<file path="src/rtl/mhp_pkg.sv">
// MHP frame layout shared by the receiver and transmitter.
// Byte offsets, frame sizes and receiver state encodings.
package mhp_pkg;

    localparam int MHP_FRAME_LEN = 51;
    localparam int PAYLOAD_BYTES = 42;

    localparam logic [5:0] OFF_DST     = 6'd0;
    localparam logic [5:0] OFF_SRC     = 6'd2;
    localparam logic [5:0] OFF_SIZE    = 6'd4;
    localparam logic [5:0] OFF_TD      = 6'd6;
    localparam logic [5:0] OFF_PAYLOAD = 6'd7;
    localparam logic [5:0] OFF_SCS     = 6'd49;
    localparam logic [5:0] OFF_LAST    = 6'd50;

    localparam logic [1:0] ST_IDLE  = 2'd0;
    localparam logic [1:0] ST_RECV  = 2'd1;
    localparam logic [1:0] ST_CHECK = 2'd2;

endpackage

</file>
<file path="src/rtl/mhp_scs_accum.sv">
// MHP shifted checksum: sum of byte << (k mod 4), 16-bit wrap.
// Clear restarts both the sum and the shift phase.
module mhp_scs_accum (
    input  logic        clk,
    input  logic        rst,
    input  logic [7:0]  i_byte,
    input  logic        i_en,
    input  logic        i_clr,
    output logic [15:0] o_sum
);

    logic [15:0] sum_q, sum_d;
    logic [1:0]  sh_q, sh_d;

    // next sum and shift phase
    always_comb begin
        sum_d = sum_q;
        sh_d  = sh_q;
        if (i_clr) begin
            sum_d = '0;
            sh_d  = '0;
        end else if (i_en) begin
            sum_d = sum_q + ({8'h00, i_byte} << sh_q);
            sh_d  = sh_q + 2'd1;
        end
    end

    // state registers
    always_ff @(posedge clk or negedge rst) begin
        if (!rst) begin
            sum_q <= '0;
            sh_q  <= '0;
        end else begin
            sum_q <= sum_d;
            sh_q  <= sh_d;
        end
    end

    assign o_sum = sum_q;

endmodule

</file>
<file path="src/rtl/frame_disassembly.sv">
// MHP receiver: splits 51-byte frames into fields and checks SCS.
// Fields land in a shadow and are published only for good frames.
module frame_disassembly
    import mhp_pkg::*;
#(
    parameter int GAP_MAX = 4
) (
    input  logic         clk,
    input  logic         rst,
    input  logic [7:0]   i_rdata,
    input  logic         i_rvalid,
    output logic [15:0]  o_dst,
    output logic [15:0]  o_src,
    output logic [15:0]  o_size,
    output logic         o_dir,
    output logic [6:0]   o_type,
    output logic [335:0] o_payload,
    output logic         o_frame_valid,
    output logic         o_frame_err,
    output logic         o_busy
);

    localparam int GW = $clog2(GAP_MAX + 2);

    logic [1:0]    state_q, state_d;
    logic [5:0]    cnt_q, cnt_d;
    logic [GW-1:0] gap_q, gap_d;
    logic [15:0]   dst_q, dst_d;
    logic [15:0]   src_q, src_d;
    logic [15:0]   size_q, size_d;
    logic [7:0]    td_q, td_d;
    logic [335:0]  pl_q, pl_d;
    logic [7:0]    scs_lo_q, scs_lo_d;
    logic [15:0]   odst_q, odst_d;
    logic [15:0]   osrc_q, osrc_d;
    logic [15:0]   osize_q, osize_d;
    logic [7:0]    otd_q, otd_d;
    logic [335:0]  opl_q, opl_d;
    logic          fv_q, fv_d;
    logic          fe_q, fe_d;

    logic          accept;
    logic          good;
    logic          scs_en;
    logic          scs_clr;
    logic [15:0]   scs_sum;
    logic [5:0]    pidx;
    logic [8:0]    pbit;

    mhp_scs_accum u_scs (
        .clk    (clk),
        .rst    (rst),
        .i_byte (i_rdata),
        .i_en   (scs_en),
        .i_clr  (scs_clr),
        .o_sum  (scs_sum)
    );

    assign accept = i_rvalid && (state_q != ST_CHECK);
    assign pidx   = cnt_q - OFF_PAYLOAD;
    assign pbit   = {pidx, 3'b000};
    assign good   = (scs_sum == {i_rdata, scs_lo_q})
                 && (size_q <= 16'(PAYLOAD_BYTES));

    // byte capture into the shadow plus FSM, gap and publish logic
    always_comb begin
        state_d  = state_q;
        cnt_d    = cnt_q;
        gap_d    = gap_q;
        dst_d    = dst_q;
        src_d    = src_q;
        size_d   = size_q;
        td_d     = td_q;
        pl_d     = pl_q;
        scs_lo_d = scs_lo_q;
        odst_d   = odst_q;
        osrc_d   = osrc_q;
        osize_d  = osize_q;
        otd_d    = otd_q;
        opl_d    = opl_q;
        fv_d     = 1'b0;
        fe_d     = 1'b0;
        scs_en   = 1'b0;
        scs_clr  = 1'b0;

        if (accept) begin
            unique case (1'b1)
                (cnt_q == OFF_DST):          dst_d[7:0]   = i_rdata;
                (cnt_q == OFF_DST + 6'd1):   dst_d[15:8]  = i_rdata;
                (cnt_q == OFF_SRC):          src_d[7:0]   = i_rdata;
                (cnt_q == OFF_SRC + 6'd1):   src_d[15:8]  = i_rdata;
                (cnt_q == OFF_SIZE):         size_d[7:0]  = i_rdata;
                (cnt_q == OFF_SIZE + 6'd1):  size_d[15:8] = i_rdata;
                (cnt_q == OFF_TD):           td_d         = i_rdata;
                (cnt_q >= OFF_PAYLOAD
                 && cnt_q < OFF_SCS):        pl_d[pbit +: 8] = i_rdata;
                (cnt_q == OFF_SCS):          scs_lo_d     = i_rdata;
                default: ;
            endcase
        end

        unique case (state_q)
            ST_IDLE: begin
                if (i_rvalid) begin
                    scs_en  = 1'b1;
                    cnt_d   = 6'd1;
                    gap_d   = '0;
                    state_d = ST_RECV;
                end
            end
            ST_RECV: begin
                if (i_rvalid) begin
                    gap_d  = '0;
                    cnt_d  = cnt_q + 6'd1;
                    scs_en = (cnt_q < OFF_SCS);
                    if (cnt_q == OFF_LAST) begin
                        cnt_d   = '0;
                        state_d = ST_CHECK;
                        fv_d    = good;
                        fe_d    = !good;
                        if (good) begin
                            odst_d  = dst_q;
                            osrc_d  = src_q;
                            osize_d = size_q;
                            otd_d   = td_q;
                            opl_d   = pl_q;
                        end
                    end
                end else if (gap_q == GW'(GAP_MAX)) begin
                    fe_d    = 1'b1;
                    cnt_d   = '0;
                    gap_d   = '0;
                    scs_clr = 1'b1;
                    state_d = ST_IDLE;
                end else begin
                    gap_d = gap_q + 1'b1;
                end
            end
            ST_CHECK: begin
                scs_clr = 1'b1;
                state_d = ST_IDLE;
            end
            default: begin
                scs_clr = 1'b1;
                cnt_d   = '0;
                gap_d   = '0;
                state_d = ST_IDLE;
            end
        endcase
    end

    // state, shadow and published field registers
    always_ff @(posedge clk or negedge rst) begin
        if (!rst) begin
            state_q  <= ST_IDLE;
            cnt_q    <= '0;
            gap_q    <= '0;
            dst_q    <= '0;
            src_q    <= '0;
            size_q   <= '0;
            td_q     <= '0;
            pl_q     <= '0;
            scs_lo_q <= '0;
            odst_q   <= '0;
            osrc_q   <= '0;
            osize_q  <= '0;
            otd_q    <= '0;
            opl_q    <= '0;
            fv_q     <= 1'b0;
            fe_q     <= 1'b0;
        end else begin
            state_q  <= state_d;
            cnt_q    <= cnt_d;
            gap_q    <= gap_d;
            dst_q    <= dst_d;
            src_q    <= src_d;
            size_q   <= size_d;
            td_q     <= td_d;
            pl_q     <= pl_d;
            scs_lo_q <= scs_lo_d;
            odst_q   <= odst_d;
            osrc_q   <= osrc_d;
            osize_q  <= osize_d;
            otd_q    <= otd_d;
            opl_q    <= opl_d;
            fv_q     <= fv_d;
            fe_q     <= fe_d;
        end
    end

    assign o_dst         = odst_q;
    assign o_src         = osrc_q;
    assign o_size        = osize_q;
    assign o_dir         = otd_q[0];
    assign o_type        = otd_q[7:1];
    assign o_payload     = opl_q;
    assign o_frame_valid = fv_q;
    assign o_frame_err   = fe_q;
    assign o_busy        = (state_q != ST_IDLE);

endmodule

</file>
<file path="config.mk">
export PLATFORM = sky130hd
export DESIGN_NAME = frame_disassembly
export DESIGN_NICKNAME = d
export VERILOG_FILES = /design/src/rtl/mhp_pkg.sv /design/src/rtl/mhp_scs_accum.sv /design/src/rtl/frame_disassembly.sv
export SDC_FILE = /design/constraint.sdc
export NUM_CORES = 1
export LEC_CHECK = 0
export ABC_AREA = 1
export CAP_MARGIN = 30
export CORE_UTILIZATION = 40
export DETAILED_ROUTE_END_ITERATION = 7
export GPL_ROUTABILITY_DRIVEN = 1
export HOLD_SLACK_MARGIN = 0.15
export PLACE_DENSITY = 0.66
export SLEW_MARGIN = 20
export SYNTH_ARGS = -nofsm -noshare
export SYNTH_HDL_FRONTEND = slang
export SYNTH_HIERARCHICAL = 1
export SYNTH_SLANG_ARGS = --single-unit
</file>
<file path="constraint.sdc">
create_clock -name clk -period 3.3 [get_ports clk]
set_clock_uncertainty 0.05 [all_clocks]
set_input_delay 0.66 -clock clk [delete_from_list [all_inputs] [get_ports clk]]
set_output_delay 0.66 -clock clk [all_outputs]
set_load 0.03 [all_outputs]
</file>
== Word-level counts from Yosys, hierarchy flattened ==
Index checks and enable logic that the tools add are counted.

* Register bits after elaboration: 823
* Input port bits: 11
* Output and inout port bits: 395
* Logic and storage cells: 102

* Add/sub/neg operators: 6
* Order comparisons: 3
* Equality and inequality tests: 16
* Shift operators: 3
* Muxes and demuxes: 31
* Bitwise operators: 1
* Reductions and logical operators: 21

{| class="wikitable"
|+ Operators with widths
! operator !! number
|-
| $bwmux W336 || 1
|-
| $shift A8 B11 Y336 const A || 1
|-
| $shiftx A8 B11 Y336 || 1
|-
| $mux W16 || 2
|-
| $mux W6 || 4
|-
| $reduce_and A2 Y1 || 10
|-
| $eq A6 B3 Y1 const B || 3
|-
| $pmux W6 S3 || 1
|-
| $add A16 B16 Y16 || 1
|-
| $eq A16 B16 Y1 || 1
|-
| $le A16 B6 Y1 const B || 1
|-
| $shl A8 B2 Y16 || 1
|-
| $eq A6 B2 Y1 const B || 2
|-
| $eq A6 B6 Y1 const B || 2
|-
| $mux W2 || 6
|-
| $neg A9 Y11 || 1
|-
| $mux W1 || 10
|-
| $mux W3 || 3
|-
| $pmux W3 S3 || 1
|-
| $add A6 B1 Y6 const B || 1
|-
| $eq A6 B1 Y1 const B || 1
|-
| $ge A6 B3 Y1 const B || 1
|-
| $logic_not A6 Y1 || 1
|-
| $lt A6 B6 Y1 const B || 1
|-
| 17 further kinds || 24
|}

== Depth between registers and ports, before layout ==
* Depth in word-level cells: 6
* Depth in mapped cells: 15
* Gate-level depth less buffers: 15

== By module ==
Netlist, hierarchy kept.

{| class="wikitable"
|+ By module, submodules not included
! module !! times used !! cells each !! area an instance (um2) !! seq. area each (um2)
|-
| frame_disassembly || 1 || 3,900 || 33,842.5 || 20,144.3
|-
| mhp_scs_accum || 1 || 242 || 1,594.0 || 450.4
|}

== Worst setup path after synthesis ==
No wires, ideal clock.

* Kind: register to register
* From: reg cnt_q[0]
* To: reg pl_q[304]
* Library setup time: 0.118 ns
* Data arrival time: 2.456 ns
* Data required time: 3.132 ns
* Path slack: 0.676 ns
* Cell stages (with the launch flop): 14
* Buffers on the path: 1
* Period minus slack after synthesis: 2.624 ns
* Cells stage by stage: dfrtp_1 > inv_2 > ha_1 > nor2_4 > nand2_1 > nor2_1 > nand3_4 > nand2_4 > buf_8 > inv_4 > nor2_8 > nand2_4 > nand2_1 > nand2_1

* Word-level cells in the longest chain between the ends: 4
* Elaborated cells between the ends (all ways): 9
* Those cells by class: add/sub: 2; order compare: 2; shift: 2; mux: 1; reduce/logical: 2

{| class="wikitable"
|+ Ends and longest elaborated chain
! what !! line !! source
|-
| start, declared || frame_disassembly.sv:26 || <nowiki>logic [5:0] cnt_q, cnt_d;</nowiki>
|-
| start signal, assigned || frame_disassembly.sv:173 || <nowiki>cnt_q <= cnt_d;</nowiki>
|-
| $sub A6 B3 Y6 || frame_disassembly.sv:60 || <nowiki>assign pidx = cnt_q - OFF_PAYLOAD;</nowiki>
|-
| $neg A9 Y11 || frame_disassembly.sv:96 || <nowiki>&& cnt_q < OFF_SCS): pl_d[pbit +: 8] = i_rdata;</nowiki>
|-
| $shiftx A8 B11 Y336 or $shift A8 B11 Y336 (tied branches) || frame_disassembly.sv:96 ||
|-
| $bwmux W336 || frame_disassembly.sv:96 ||
|-
| end signal, assigned || frame_disassembly.sv:179 || <nowiki>pl_q <= pl_d;</nowiki>
|-
| end, declared || frame_disassembly.sv:32 || <nowiki>logic [335:0] pl_q, pl_d;</nowiki>
|}

Several ways; a longest one is shown, not always the timed one.
A chain may end at the register's enable or synchronous reset.

== Final worst setup path ==
* From: reg cnt_q[0]
* To: reg pl_q[138]

Same word-level chain as after synthesis.

==> results.sh <==
export IMPL_status="completed"
export IMPL_regToRegSetupSlack_ns=0.17
export IMPL_path_class="flip-flop to flip-flop"
export IMPL_synth_edf_count=0
export IMPL_syn_num_nets=4174
export IMPL_routedWlPerCell_um=20.5
export IMPL_drc=0
export IMPL_fmax_mhz=319
export IMPL_grt_pass1_wl_mm=181
export IMPL_synth_cells=4142
export IMPL_timing_rr_end="pl_q[138]"
export IMPL_grt_max_degree=139
export IMPL_synthFlopType="dfrtp_1"
export IMPL_grt_pass1_vias=29000
export IMPL_clock_path_buffers=3
export IMPL_tns_ns=0
export IMPL_fp_dieH_um=300
export IMPL_tightest_slew_ns=0.740
export IMPL_die_area_mm2=0.0898
export IMPL_synthTopCellsByArea="dfrtp_1 58%, nand2_1 18%, nand4_1 7.4%, nor2_1 2.4%, o21ai_0 2.4%"
export IMPL_min_period_ns=3.13
export IMPL_grt_use_total_pct=26.2
export IMPL_drv_slew=0
export IMPL_core_mm2=0.0873
export IMPL_startpoint_type="flip-flop"
export IMPL_cp_max_fo=19
export IMPL_die_w_um=300
export IMPL_ys_async_sr_fraction_pct=100
export IMPL_cts_root_buf="clkbuf_16"
export IMPL_routed_via_density=5.35
export IMPL_reg2regPathDepth=12
export IMPL_drive_gt1_share_pct=7.80
export IMPL_overflow=0
export IMPL_io_buffer_count=405
export IMPL_io_pins=406
export IMPL_syn_to_final_growth_pct=24.9
export IMPL_htreeDepth=3
export IMPL_cp_end_kind="flip-flop"
export IMPL_cts_sinks=823
export IMPL_ys_seq_elements=823
export IMPL_place_congestion=0.945
export IMPL_dp_hpwl_mm=84.4
export IMPL_initial_core_util_pct=40.6
export IMPL_antenna_found_initial=0
export IMPL_postSynthAreaPerCell_um2=8.56
export IMPL_dpl_instance_area_mm2=0.0413
export IMPL_drt_iter0_drc=3253
export IMPL_vias=30700
export IMPL_insertion_delay_ns=0.64
export IMPL_peakVddDrop_mv=0.391
export IMPL_critPathLaunch="cnt_q[0]"
export IMPL_fin_area_mm2=0.0443
export IMPL_final_hold_violation_count=0
export IMPL_routed_wl_mm=118
export IMPL_post_cts_repair_setup_buffers=0
export IMPL_holdPathEnd="o_payload[17]"
export IMPL_yosys_top_cells_count="1737 x nand2_1, 823 x dfrtp_1, 421 x nand4_1"
export IMPL_cts_made_buffers=86
export IMPL_ant_nets=0
export IMPL_setup_viol=0
export IMPL_synth_area_mm2=0.0354
export IMPL_hold_path_class="flip-flop to flip-flop"
export IMPL_period_share_pct=94.9
export IMPL_dr_pass1_iters=8
export IMPL_synth_top_area_share_pct=58.1
export IMPL_arrival_ns=3.58
export IMPL_cts_clk_slew_worst_paths_ns=0.06
export IMPL_cp_required_ns=3.75
export IMPL_grt_setup_unrepaired="false"
export IMPL_power_mw=26.6
export IMPL_placementRows=108
export IMPL_synth_top_cell_by_area="dfrtp_1"
export IMPL_yosysWarnings=6
export IMPL_power_density_mw_per_mm2=600
export IMPL_cts_tree="yes"
export IMPL_diodes=0
export IMPL_reg2reg_from="cnt_q[0]"
export IMPL_holdPathStages=2
export IMPL_nFillCells=8093
export IMPL_maxCapViolations=0
export IMPL_synth_most_common_cell="nand2_1"
export IMPL_p_leak_nw=22.7
export IMPL_hold_start="o_payload[17]"
export IMPL_nets=4539
export IMPL_slew_headroom_pct=50.7
export IMPL_synthDistinctLibCells=44
export IMPL_yosysSeqAreaShare_pct=58.1
-- report_power, final --
part	total [mW]	switching, mW	internal [mW]
Combinational	5.57	4.18	1.39
Sequential	10.9	0.385	10.6
Clock	10.0	4.09	5.95
-- cells by family (layout without fill, tap and decap cells) --
family | Yosys count | after routing | synth area share, %
multiplexers | 8 | 8 | 0.226
flip-flops | 823 | 823 | 58.1
AO/OA/AOI/OAI | 223 | 223 | 3.20
AND/OR/NAND/NOR | 2632 | 2632 | 32.5
buffers and inverters | 418 | 850 | 4.72
adder cells (fa/ha/maj) | 21 | 21 | 0.763
XOR/XNOR | 17 | 17 | 0.441
-- worst max-delay path, stage by stage (launching register included) --
cell     delay (ns)
dfrtp_1        0.43
inv_2          0.12
ha_1           0.40
nor2_4         0.18
inv_1          0.05
nor2_1         0.10
nand2_1        0.06
nand2_2        0.42
nand3_1        0.35
nor2_2         0.25
nand2_1        0.32
nand2_1        0.17
o21ai_1        0.08
-- area by class of cell --
class	count	area (um2)	share of cell area, %
flip-flops and latches	823	20600	46.5
multi-input cells	2901	13200	29.9
repair buffers	539	5510	12.4
clock buffers	124	2530	5.71
well taps	1155	1450	3.26
clock inverters	31	385	0.870
inverters	156	597	1.35
-- worst max-delay path by stage --
stage | end | slack (ns)
floorplan | pl_q[304] | 0.68
global placement | o_payload[152] | 0.15
detailed placement | pl_q[30] | 0.08
CTS | pl_q[222] | 0.18
global route | pl_q[76] | 0.03
finish | pl_q[138] | 0.17
-- metrics by stage --
stage               cells  hold WS [ns]  util [%]  worst slack, ns
floorplan            4142         0.314         -            0.676
global placement     5572         0.404      47.4            0.150
detailed placement   5573         0.407      47.4           0.0783
CTS                  5729         0.422      50.7            0.176
global route         5729         0.438      50.7           0.0303
finish               5729         0.417      50.7            0.168
-- timing repair --
item | 4_1_cts | 5_1_grt
hold endpoints to repair | 46 | 0
gates resized for setup | 0 | 2
hold buffers | 1 | 0
setup endpoints to repair | 0 | 12
-- cell usage in the layout (no fill, tap or decap), types with 6 or more instances in the layout --
cell,instances
a21oi_1,11
buf_12,35
buf_4,98
bufinv_16,8
clkbuf_1,17
clkbuf_16,88
clkbuf_8,19
clkdlybuf4s50_1,404
clkinv_2,18
dfrtp_1,823
ha_1,20
inv_1,137
inv_2,12
mux2i_1,8
nand2_1,1735
nand2_2,17
nand2_4,11
nand3_1,154
nand4_1,421
nor2_1,227
nor2_2,11
nor2_4,15
nor3_1,20
o21ai_0,167
o21ai_1,35
o22ai_1,6
xnor2_1,6
xor2_1,10
-- routing by layer --
| metal | routed length [um] | GRT usage [%] | vias to the layer above |
|---|---|---|---|
| li1 | - | - | 14300 |
| met3 | 9950 | 5.70 | 203 |
| met1 | 50500 | 36.5 | 14900 |
| met4 | 4340 | 9.92 | 0 |
| met5 | 0 | 0 | - |
| met2 | 52900 | 39.9 | 1218 |
-- sequential cells by signal (all words and copies together) (netlist names) --
name / flops
o_payload: 336
pl_q: 336
dst_q: 16
o_dst: 16
o_size: 16
o_src: 16
size_q: 16
src_q: 16
u_scs/o_sum: 16
otd_q: 8
scs_lo_q: 8
td_q: 8
cnt_q: 6
gap_q: 3
state_q: 2
u_scs/sh_q: 2
o_frame_err: 1
o_frame_valid: 1
Note: power is estimated with default switching activity, not from simulation.
